**config.mk**
```make
export PLATFORM = sky130hd
export DESIGN_NAME = mem_upload
export DESIGN_NICKNAME = d
export VERILOG_FILES = /design/src/rtl/mem_upload_pkg.sv /design/src/rtl/mem_upload_frame.sv /design/src/rtl/mem_upload.sv
export SDC_FILE = /design/constraint.sdc
export NUM_CORES = 1
export LEC_CHECK = 0
export CAP_MARGIN = 20
export CORE_MARGIN = 5
export CORE_UTILIZATION = 51
export DETAILED_ROUTE_END_ITERATION = 12
export GPL_TIMING_DRIVEN = 0
export PLACE_DENSITY = 0.83
export SKIP_LAST_GASP = 1
export SLEW_MARGIN = 5
export SYNTH_ARGS = -nofsm -noshare
export SYNTH_HDL_FRONTEND = slang
export SYNTH_SLANG_ARGS = --single-unit
```
**constraint.sdc**
```tcl
create_clock -name CLK -period 2.3 [get_ports CLK]
set_clock_uncertainty 0.2 [all_clocks]
set_input_delay 0.46 -clock CLK [delete_from_list [all_inputs] [get_ports CLK]]
set_output_delay 0.46 -clock CLK [all_outputs]
set_load 0.005 [all_outputs]
```
**src/rtl/mem_upload_pkg.sv**
```systemverilog
// Shared definitions for the memory dump engine: FSM state encoding,
// default frame sync byte and header length.
// Imported by mem_upload and mem_upload_frame.
package mem_upload_pkg;

  typedef enum logic [2:0] {
    ST_IDLE,
    ST_HDR,
    ST_RD,
    ST_WAIT,
    ST_PUSH,
    ST_SUM,
    ST_FIN
  } state_e;

  localparam logic [7:0] SYNC_BYTE_DEF = 8'h5A;
  localparam int         HDR_LEN       = 5;

endpackage

```
**src/rtl/mem_upload_frame.sv**
```systemverilog
// Frame header/checksum byte source for mem_upload.
// Ports: clear captures addr/length and zeroes index and checksum; hdr_adv steps
// the header index; sum_add accumulates sum_byte; hdr_byte/csum/hdr_last out.
module mem_upload_frame
  import mem_upload_pkg::*;
#(
  parameter logic [7:0] SYNC_BYTE = SYNC_BYTE_DEF
) (
  input  logic        clk,
  input  logic        rst_n,
  input  logic        clear,
  input  logic [15:0] start_addr,
  input  logic [15:0] length,
  input  logic        hdr_adv,
  input  logic        sum_add,
  input  logic [7:0]  sum_byte,
  output logic [7:0]  hdr_byte,
  output logic [7:0]  csum,
  output logic        hdr_last
);

  logic [2:0]  idx_q, idx_d;
  logic [7:0]  sum_q, sum_d;
  logic [15:0] addr_q, addr_d;
  logic [15:0] len_q, len_d;

  always_comb begin
    idx_d  = idx_q;
    sum_d  = sum_q;
    addr_d = addr_q;
    len_d  = len_q;
    if (clear) begin
      idx_d  = 3'd0;
      sum_d  = 8'd0;
      addr_d = start_addr;
      len_d  = length;
    end else begin
      if (hdr_adv) idx_d = idx_q + 3'd1;
      if (sum_add) sum_d = sum_q + sum_byte;  // wraps modulo 256
    end
  end

  always_ff @(posedge clk or negedge rst_n) begin
    if (!rst_n) begin
      idx_q  <= 3'd0;
      sum_q  <= 8'd0;
      addr_q <= 16'd0;
      len_q  <= 16'd0;
    end else begin
      idx_q  <= idx_d;
      sum_q  <= sum_d;
      addr_q <= addr_d;
      len_q  <= len_d;
    end
  end

  always_comb begin
    hdr_byte = 8'd0;
    case (idx_q)
      3'd0: hdr_byte = SYNC_BYTE;
      3'd1: hdr_byte = addr_q[15:8];
      3'd2: hdr_byte = addr_q[7:0];
      3'd3: hdr_byte = len_q[15:8];
      3'd4: hdr_byte = len_q[7:0];
      default: hdr_byte = 8'd0;
    endcase
  end

  assign csum     = sum_q;
  assign hdr_last = (idx_q == 3'(HDR_LEN - 1));

endmodule

```
**src/rtl/mem_upload.sv**
```systemverilog
// RAM-to-host dump engine: on START streams SYNC, addr, len, N RAM bytes, checksum.
// Ports: RAM read port (RAM_EN/RAM_ADDR/RAM_DOUT), FIFO write side (F2H_*),
// command START/START_ADDR/LENGTH/ABORT, status BUSY and DONE pulse.
module mem_upload
  import mem_upload_pkg::*;
#(
  parameter logic [7:0] SYNC_BYTE   = SYNC_BYTE_DEF,
  parameter int         RAM_LATENCY = 1
) (
  input  logic        CLK,
  input  logic        RST_N,
  input  logic        START,
  input  logic [15:0] START_ADDR,
  input  logic [15:0] LENGTH,
  input  logic        ABORT,
  output logic        RAM_EN,
  output logic [15:0] RAM_ADDR,
  input  logic [7:0]  RAM_DOUT,
  output logic [7:0]  F2H_DATA,
  output logic        F2H_WR,
  input  logic        F2H_FULL,
  output logic        BUSY,
  output logic        DONE
);

  localparam logic [1:0] WAIT_LAST = 2'(RAM_LATENCY - 1);

  state_e      state_q, state_d;
  logic [15:0] addr_q, addr_d;
  logic [16:0] rem_q, rem_d;      // 17 bits so LENGTH=0 can mean 65536
  logic [1:0]  wait_q, wait_d;
  logic [7:0]  dat_q, dat_d;
  logic        ram_en_q, ram_en_d;
  logic [15:0] ram_addr_q, ram_addr_d;
  logic [7:0]  f2h_data_q, f2h_data_d;
  logic        f2h_wr_q, f2h_wr_d;
  logic        busy_q, busy_d;
  logic        done_q, done_d;

  logic        clear, hdr_adv, sum_add, hdr_last;
  logic [7:0]  hdr_byte, csum;

  mem_upload_frame #(.SYNC_BYTE(SYNC_BYTE)) u_frame (
    .clk       (CLK),
    .rst_n     (RST_N),
    .clear     (clear),
    .start_addr(START_ADDR),
    .length    (LENGTH),
    .hdr_adv   (hdr_adv),
    .sum_add   (sum_add),
    .sum_byte  (dat_q),
    .hdr_byte  (hdr_byte),
    .csum      (csum),
    .hdr_last  (hdr_last)
  );

  always_comb begin
    state_d    = state_q;
    addr_d     = addr_q;
    rem_d      = rem_q;
    wait_d     = wait_q;
    dat_d      = dat_q;
    f2h_data_d = f2h_data_q;
    f2h_wr_d   = 1'b0;
    done_d     = 1'b0;
    clear      = 1'b0;
    hdr_adv    = 1'b0;
    sum_add    = 1'b0;
    case (state_q)
      ST_IDLE: begin
        if (START) begin
          clear   = 1'b1;
          addr_d  = START_ADDR;
          rem_d   = {(LENGTH == 16'h0000), LENGTH};
          state_d = ST_HDR;
        end
      end
      ST_HDR: begin
        if (ABORT) begin
          state_d = ST_SUM;
        end else if (!F2H_FULL) begin
          f2h_wr_d   = 1'b1;
          f2h_data_d = hdr_byte;
          hdr_adv    = 1'b1;
          if (hdr_last) state_d = ST_RD;
        end
      end
      ST_RD: begin
        wait_d  = 2'd0;
        state_d = ABORT ? ST_SUM : ST_WAIT;
      end
      ST_WAIT: begin
        if (ABORT) begin
          state_d = ST_SUM;
        end else if (wait_q == WAIT_LAST) begin
          dat_d   = RAM_DOUT;
          state_d = ST_PUSH;
        end else begin
          wait_d = wait_q + 2'd1;
        end
      end
      ST_PUSH: begin
        // Abort takes priority: the pending byte is neither written nor summed.
        if (ABORT) begin
          state_d = ST_SUM;
        end else if (!F2H_FULL) begin
          f2h_wr_d   = 1'b1;
          f2h_data_d = dat_q;
          sum_add    = 1'b1;
          addr_d     = addr_q + 16'd1;
          rem_d      = rem_q - 17'd1;
          state_d    = (rem_q == 17'd1) ? ST_SUM : ST_RD;
        end
      end
      ST_SUM: begin
        if (!F2H_FULL) begin
          f2h_wr_d   = 1'b1;
          f2h_data_d = csum;
          state_d    = ST_FIN;
        end
      end
      ST_FIN: begin
        // DONE lands the cycle after the checksum strobe.
        done_d  = 1'b1;
        state_d = ST_IDLE;
      end
      default: state_d = ST_IDLE;
    endcase
  end

  // RAM outputs are registered, so they are set on the edge entering RD.
  assign ram_en_d   = (state_d == ST_RD);
  assign ram_addr_d = (state_d == ST_RD) ? addr_d : ram_addr_q;
  assign busy_d     = (state_d != ST_IDLE);

  always_ff @(posedge CLK or negedge RST_N) begin
    if (!RST_N) begin
      state_q    <= ST_IDLE;
      addr_q     <= 16'd0;
      rem_q      <= 17'd0;
      wait_q     <= 2'd0;
      dat_q      <= 8'd0;
      ram_en_q   <= 1'b0;
      ram_addr_q <= 16'd0;
      f2h_data_q <= 8'd0;
      f2h_wr_q   <= 1'b0;
      busy_q     <= 1'b0;
      done_q     <= 1'b0;
    end else begin
      state_q    <= state_d;
      addr_q     <= addr_d;
      rem_q      <= rem_d;
      wait_q     <= wait_d;
      dat_q      <= dat_d;
      ram_en_q   <= ram_en_d;
      ram_addr_q <= ram_addr_d;
      f2h_data_q <= f2h_data_d;
      f2h_wr_q   <= f2h_wr_d;
      busy_q     <= busy_d;
      done_q     <= done_d;
    end
  end

  assign RAM_EN   = ram_en_q;
  assign RAM_ADDR = ram_addr_q;
  assign F2H_DATA = f2h_data_q;
  assign F2H_WR   = f2h_wr_q;
  assign BUSY     = busy_q;
  assign DONE     = done_q;

endmodule
```
# ---- Word-level counts from Yosys, hierarchy flattened
# Cells that the tools add are included.
dict set report totals {
  reg_bits 117
}
dict set report op_classes {
  add_sub_neg 5
  eq_ne 20
  n_mux 42
  bitwise_logic 1
  n_reduce_logical 15
}
# operator count
set ops {}
lappend ops {{$mux W8} 7}
lappend ops {{$mux W17} 3}
lappend ops {{$mux W16} 3}
lappend ops {{$pmux W8 S5} 1}
lappend ops {{$mux W3} 13}
lappend ops {{$pmux W17 S2} 1}
lappend ops {{$pmux W16 S2} 1}
lappend ops {{$pmux W8 S3} 1}
lappend ops {{$pmux W3 S6} 1}
lappend ops {{$eq A17 B1 Y1 const B} 1}
lappend ops {{$sub A17 B1 Y17 const B} 1}
lappend ops {{$add A16 B1 Y16 const B} 1}
lappend ops {{$logic_not A16 Y1} 1}
lappend ops {{$ne A2 B2 Y1 const B} 8}
lappend ops {{$eq A3 B2 Y1 const B} 5}
lappend ops {{$eq A3 B3 Y1 const B} 4}
lappend ops {{$add A8 B8 Y8} 1}
lappend ops {{$reduce_bool A2 Y1} 4}
lappend ops {{$mux W1} 7}
lappend ops {{$eq A3 B1 Y1 const B} 2}
lappend ops {{$logic_not A3 Y1} 2}
lappend ops {{$reduce_and A3 Y1} 2}
lappend ops {{$reduce_and A6 Y1} 1}
lappend ops {{$reduce_bool A3 Y1} 2}
lappend ops {{other kinds (9)} 10}

# ---- Logic depth before layout (Yosys ltp)
dict set report depth {
  word_depth 6
  ltp_mapped 10
  depth_no_buf 9
}

# ---- By module
# Synthesis repeated with hierarchy kept, for this count alone.
dict set report hier_totals {
  hier_cells 622
  hier_area_um2 6389.9
}
# module n_inst cells_each area_per_inst_um2
set by_module_without_submodules {}
lappend by_module_without_submodules {mem_upload 1 433 4115.2}
lappend by_module_without_submodules {mem_upload_frame 1 189 2274.7}

# ---- Worst setup path after synthesis
# No wires, ideal clock.
dict set report synth_path {
  kind {input port to flip-flop}
  startpoint {in ABORT}
  endpoint {reg ram_addr_q[10], in the netlist RAM_ADDR[10]}
  setup_ns 0.125
  arrival_time_ns 2.268
  t_required_ns 1.975
  slack_ns -0.292
  stages 7
  cell_sequence {clkbuf_1 -> mux2_2 -> o21ai_0 -> o211ai_1 -> a211oi_2 -> buf_4 -> mux2_2}
}
dict set report synth_via {
  elab_chain_len 3
  word_cells_on_any_way 8
  cone_classes {eq/ne (1); mux (7)}
}
# element line
set synth_rtl {}
lappend synth_rtl {{start, declared} mem_upload.sv:15} ;# input logic ABORT,
lappend synth_rtl {{$mux W3 (on tied branches)} --}
lappend synth_rtl {{$pmux W3 S6 *} mem_upload.sv:69} ;# case (state_q)
lappend synth_rtl {{$eq A3 B2 Y1 *} --}
lappend synth_rtl {{via ram_en_d} mem_upload.sv:33} ;# logic ram_en_q, ram_en_d;
lappend synth_rtl {{end signal, assigned} mem_upload.sv:156} ;# ram_addr_q <= ram_addr_d;
lappend synth_rtl {{end, declared} mem_upload.sv:34} ;# logic [15:0] ram_addr_q, ram_addr_d;
# The timed path passes the listed nets; every way through them passes the cells marked *.
# A chain may end at the register's enable or synchronous reset.

# ---- Worst setup path in the final report
dict set report layout_path {
  startpoint {reg state_q[1]}
  endpoint {reg ram_addr_q[10], in the netlist RAM_ADDR[10]}
}
dict set report layout_via {
  elab_chain_len 5
  word_cells_on_any_way 18
  cone_classes {eq/ne (6); mux (11); reduce/logical (1)}
}
# element line
set layout_rtl {}
lappend layout_rtl {{start, declared} mem_upload.sv:28} ;# state_e state_q, state_d;
lappend layout_rtl {{start signal, assigned} mem_upload.sv:150} ;# state_q <= state_d;
lappend layout_rtl {{$mux W3} mem_upload.sv:85} ;# if (hdr_last) state_d = ST_RD;
lappend layout_rtl {{$mux W3} mem_upload.sv:81} ;# end else if (!F2H_FULL) begin
lappend layout_rtl {{$mux W3} mem_upload.sv:79} ;# if (ABORT) begin
lappend layout_rtl {{$pmux W3 S6 *} mem_upload.sv:69}
lappend layout_rtl {{$eq A3 B2 Y1 *} --}
lappend layout_rtl {{via ram_en_d} mem_upload.sv:33}
# Marks and branches as above.

==> metrics.yaml <==
floorplan:
  floorplan.initialDensity_pct: 52.0
  die_w_um: 120
  dieHeight_um: 120
  die-area_um2: 14500
  core.rowCount: 40
  io_pins: 73
  core_area_um2: 12000
layout:
  finish.instance_area_um2: 8190
  area.growth.synth_to_final_pct: 31.7
  multi_input_comb_area_um2: 3240
  number_of_fill_cells_in_the_layout: 887
  final_nets: 871
  layout.cells.most_common_list: "147 x nand2_1, 112 x dfrtp_1, 69 x clkdlybuf4s50_1"
  layout_cells_sized_above_1_pct: 19.1
  final-seq-area_um2: 2930
  layoutNonFillerInstCount: 969
  antenna_cells: 0
  mostFrequentLayoutCell: "nand2_1"
synthesis:
  synth_sequential_area_ratio_pct: 47.1
  synth_cells: 695
  post_synth_instance_area_um2: 6220
  synth_enable_flop_cells: 0
  synth_area_leader_cell: "dfrtp_1"
  synthArstFlopShare_pct: 100
  most_area_consuming_cells_after_synthesis: "dfrtp_1 47%, nand2_1 8.9%, o21ai_0 4.7%, mux2_2 4.0%, a21oi_1 3.6%"
  synth_top_area_share_pct: 47.1
  yosys_warnings: 0
  most_instantiated_flip_flop_cell_in_the_synthesis_netlist: "dfrtp_1"
  synthDistinctLibCells: 63
  syn_avg_cell_area_um2: 8.95
  yosys_register_bits: 117
  synth.net_count: 757
drt:
  routedWlPerCell_um: 19.6
  postRouteWirelength_um: 19000
  detail_route.drc_violations: 0
  drtPass1Iterations: 6
  number_of_drc_markers_in_iteration_0: 814
  drt-vias-per-instance: 6.36
  route.antenna.remaining_nets: 0
  vias: 6165
sta:
  grt_setup_unrepaired: "yes"
  worst_tran_pin_value_ns: 0.905
  final.setup.worst_slack_ns: -0.0460
  final.min_clock_period_ns: 2.35
  setup_viol: 15
  max_freq_mhz: 426
  worst_slew_margin_rel_pct: 39.1
  final-hold-violation-count: 0
  timing.final.max_slew_violations: 0
  setup_total_negative_slack_ns: -0.486
  period_share_pct: 102
global_routing:
  via_count_of_the_first_global_routing_pass: 6030
  grt_pass1_wl_um: 30200
  global_route_overflow: 0
  track_usage_pct: 26.3
  antenna_found_initial: 0
  largest_net_degree_at_the_start_of_global_routing: 78
placement:
  place_area_um2: 7200
  placed_cells: 915
  port_buffers: 72
  gp_congestion: 0.943
  dp_hpwl_um: 12900
  pre_cts_slack_ns: -0.990
setup_path:
  crit-reg2reg-capture: "RAM_ADDR[10]$_DFFE_PN0N_"
  slowest_stage: "dfrtp_1"
  critical-path-top-delay-family: "buffers and inverters"
  critical-path-max-stage-delay_ns: 0.40
  criticalPathCategory: "reg2reg"
  worstPathRequired_ns: 2.41
  endpoint_kind: "flop"
  crit-reg2reg-launch: "state_q[1]$_DFF_PN0_"
  timing.reg2reg.setup_slack_ns: -0.05
  r2r.worst_path.cells: 8
  worst_ep_arrival_time_ns: 2.46
  worst_setup_path_start_kind: "flop"
  critical_path_buf_inv_count: 3
  timing.critical_path.fanout_max: 10
  crit_chain: "clkbuf_4 -> nand2b_2 -> nor2_2 -> o21ai_4 -> a211oi_4 -> buf_6 -> buf_8 -> mux2_2"
clocking:
  cts_num_sinks: 117
  tritoncts.num_buffers: 17
  cts_buffer_depth: 2
  worst_setup_hold_path_clk_slew_ns: 0.06
  tritoncts_clock_tree: "yes"
  htree_levels: 4
  clock_network_latency_to_the_later_pin_of_the_worst_skew_pair_ns: 0.43
  clk_root_buffer_cell: "clkbuf_16"
worst_hold_path:
  hp-class: "reg2reg"
  timing.hold.worst_path_depth: 2
  worstHoldStart: "u_frame.addr_q[1]$_DFFE_PN0P_"
  min_delay_worst_endpoint: "u_frame.addr_q[1]$_DFFE_PN0P_"
run:
  max-cap-violations: 0
power_and_ir_drop:
  leakage_nw: 3.61
  post-layout-total-power_w: 0.0111
  worst_ir_drop_vdd_uv: 812
  cellPowerDensity_nw_per_um2: 1350
outcome:
  run_status: "finished, violations left"
  violated_checks: "setup timing"
-- worst max path at each step --
| stage | startpoint | endpoint | cells after the start |
|---|---|---|---|
| 2_1_floorplan | F2H_FULL | RAM_ADDR[11]$_DFFE_PN0N_ | 6 |
| 3_3_place_gp | RST_N | rem_q[3]$_DFFE_PN0P_ | 1 |
| 3_5_place_dp | ABORT | RAM_ADDR[12]$_DFFE_PN0N_ | 8 |
| 4_1_cts | addr_q[5]$_DFF_PN0_ | RAM_ADDR[12]$_DFFE_PN0N_ | 7 |
| 5_1_grt | state_q[1]$_DFF_PN0_ | RAM_ADDR[4]$_DFFE_PN0N_ | 8 |
| 6_report | state_q[1]$_DFF_PN0_ | RAM_ADDR[10]$_DFFE_PN0N_ | 8 |
-- report_power, final --
group	switching [W]	internal, W
Clock	0.00102	0.00141
Combinational	0.00271	0.00221
Sequential	0.000790	0.00294
-- metrics by stage --
| stage | util, % | hold WS, ns |
|---|---|---|
| after floorplan | - | -0.0356 |
| after detailed placement | 60.2 | 0.193 |
| after CTS | 66.7 | 0.278 |
| after global placement | 59.9 | 0.261 |
| after global routing | 68.5 | 0.303 |
| final | 68.5 | 0.279 |
-- sequential cells by signal, indices dropped and copies added, names as in the netlist, 2 cells and up --
signal / cells
u_frame.addr_q: 16
u_frame.csum: 8
F2H_DATA: 8
addr_q: 16
wait_q: 2
u_frame.len_q: 16
dat_q: 8
RAM_ADDR: 16
rem_q: 17
state_q: 3
u_frame.idx_q: 3
-- synth_stat cells (all sizes together), types with 5 or more instances --
library cell and instances:
clkbuf 33, nor3 11, o21ai 59, nand4 5, o22a 7, a21o 6
mux2 23, o311ai 7, and3 5, nand2b 5, ha 16, a22oi 11
nor4 9, inv 19, nor2b 5, a221oi 7, or2 6, nand3 25
dfrtp 117, nor2 42, a31oi 9, or3 6, a21oi 45, mux2i 12
buf 10, nand2 148
-- cell type report --
cell class                 count  area share [%]
tap                          147            2.25
clock buffer                  18            5.36
timing repair buffer         103            12.1
multi-input combinational    516            39.6
inverter                      19           0.871
clock inverter                14            1.28
sequential                   117            35.8
buffer                        35            2.67
-- routing by layer --
layer | global-route usage (%) | vias to the layer above | wire length [um]
met3 | 5.66 | 98 | 1480
met5 | 0 | - | 0
li1 | - | 2699 | -
met2 | 41.1 | 406 | 9120
met1 | 34.2 | 2962 | 7560
met4 | 14.3 | 0 | 810
-- worst reg2reg max path, stage by stage, from the launching register on --
cell	delay [ns]
dfrtp_1	0.40
clkbuf_4	0.20
nand2b_2	0.25
nor2_2	0.19
o21ai_4	0.09
a211oi_4	0.25
buf_6	0.18
buf_8	0.13
mux2_2	0.33
-- timing repair --
| item | 4_1_cts | 5_1_grt |
|---|---|---|
| setup endpoints to repair | 95 | 68 |
| hold buffers | 1 | 0 |
| setup buffers | 16 | 11 |
| resized for setup | 53 | 53 |
| hold endpoints to repair | 40 | 0 |
| gates cloned | 0 | 2 |
| pin swaps | 9 | 13 |
-- cell families after synthesis --
kind of cell / share of synthesized area [%]
and+or+nand+nor: 20.2
DFF: 47.1
buffers and inverters: 4.02
muxes: 6.16
xor gates and xnor gates: 0.845
adders and majority gates: 3.70
AOI/OAI and AO/OA: 18.0
Power figures use the tool's default switching activity.
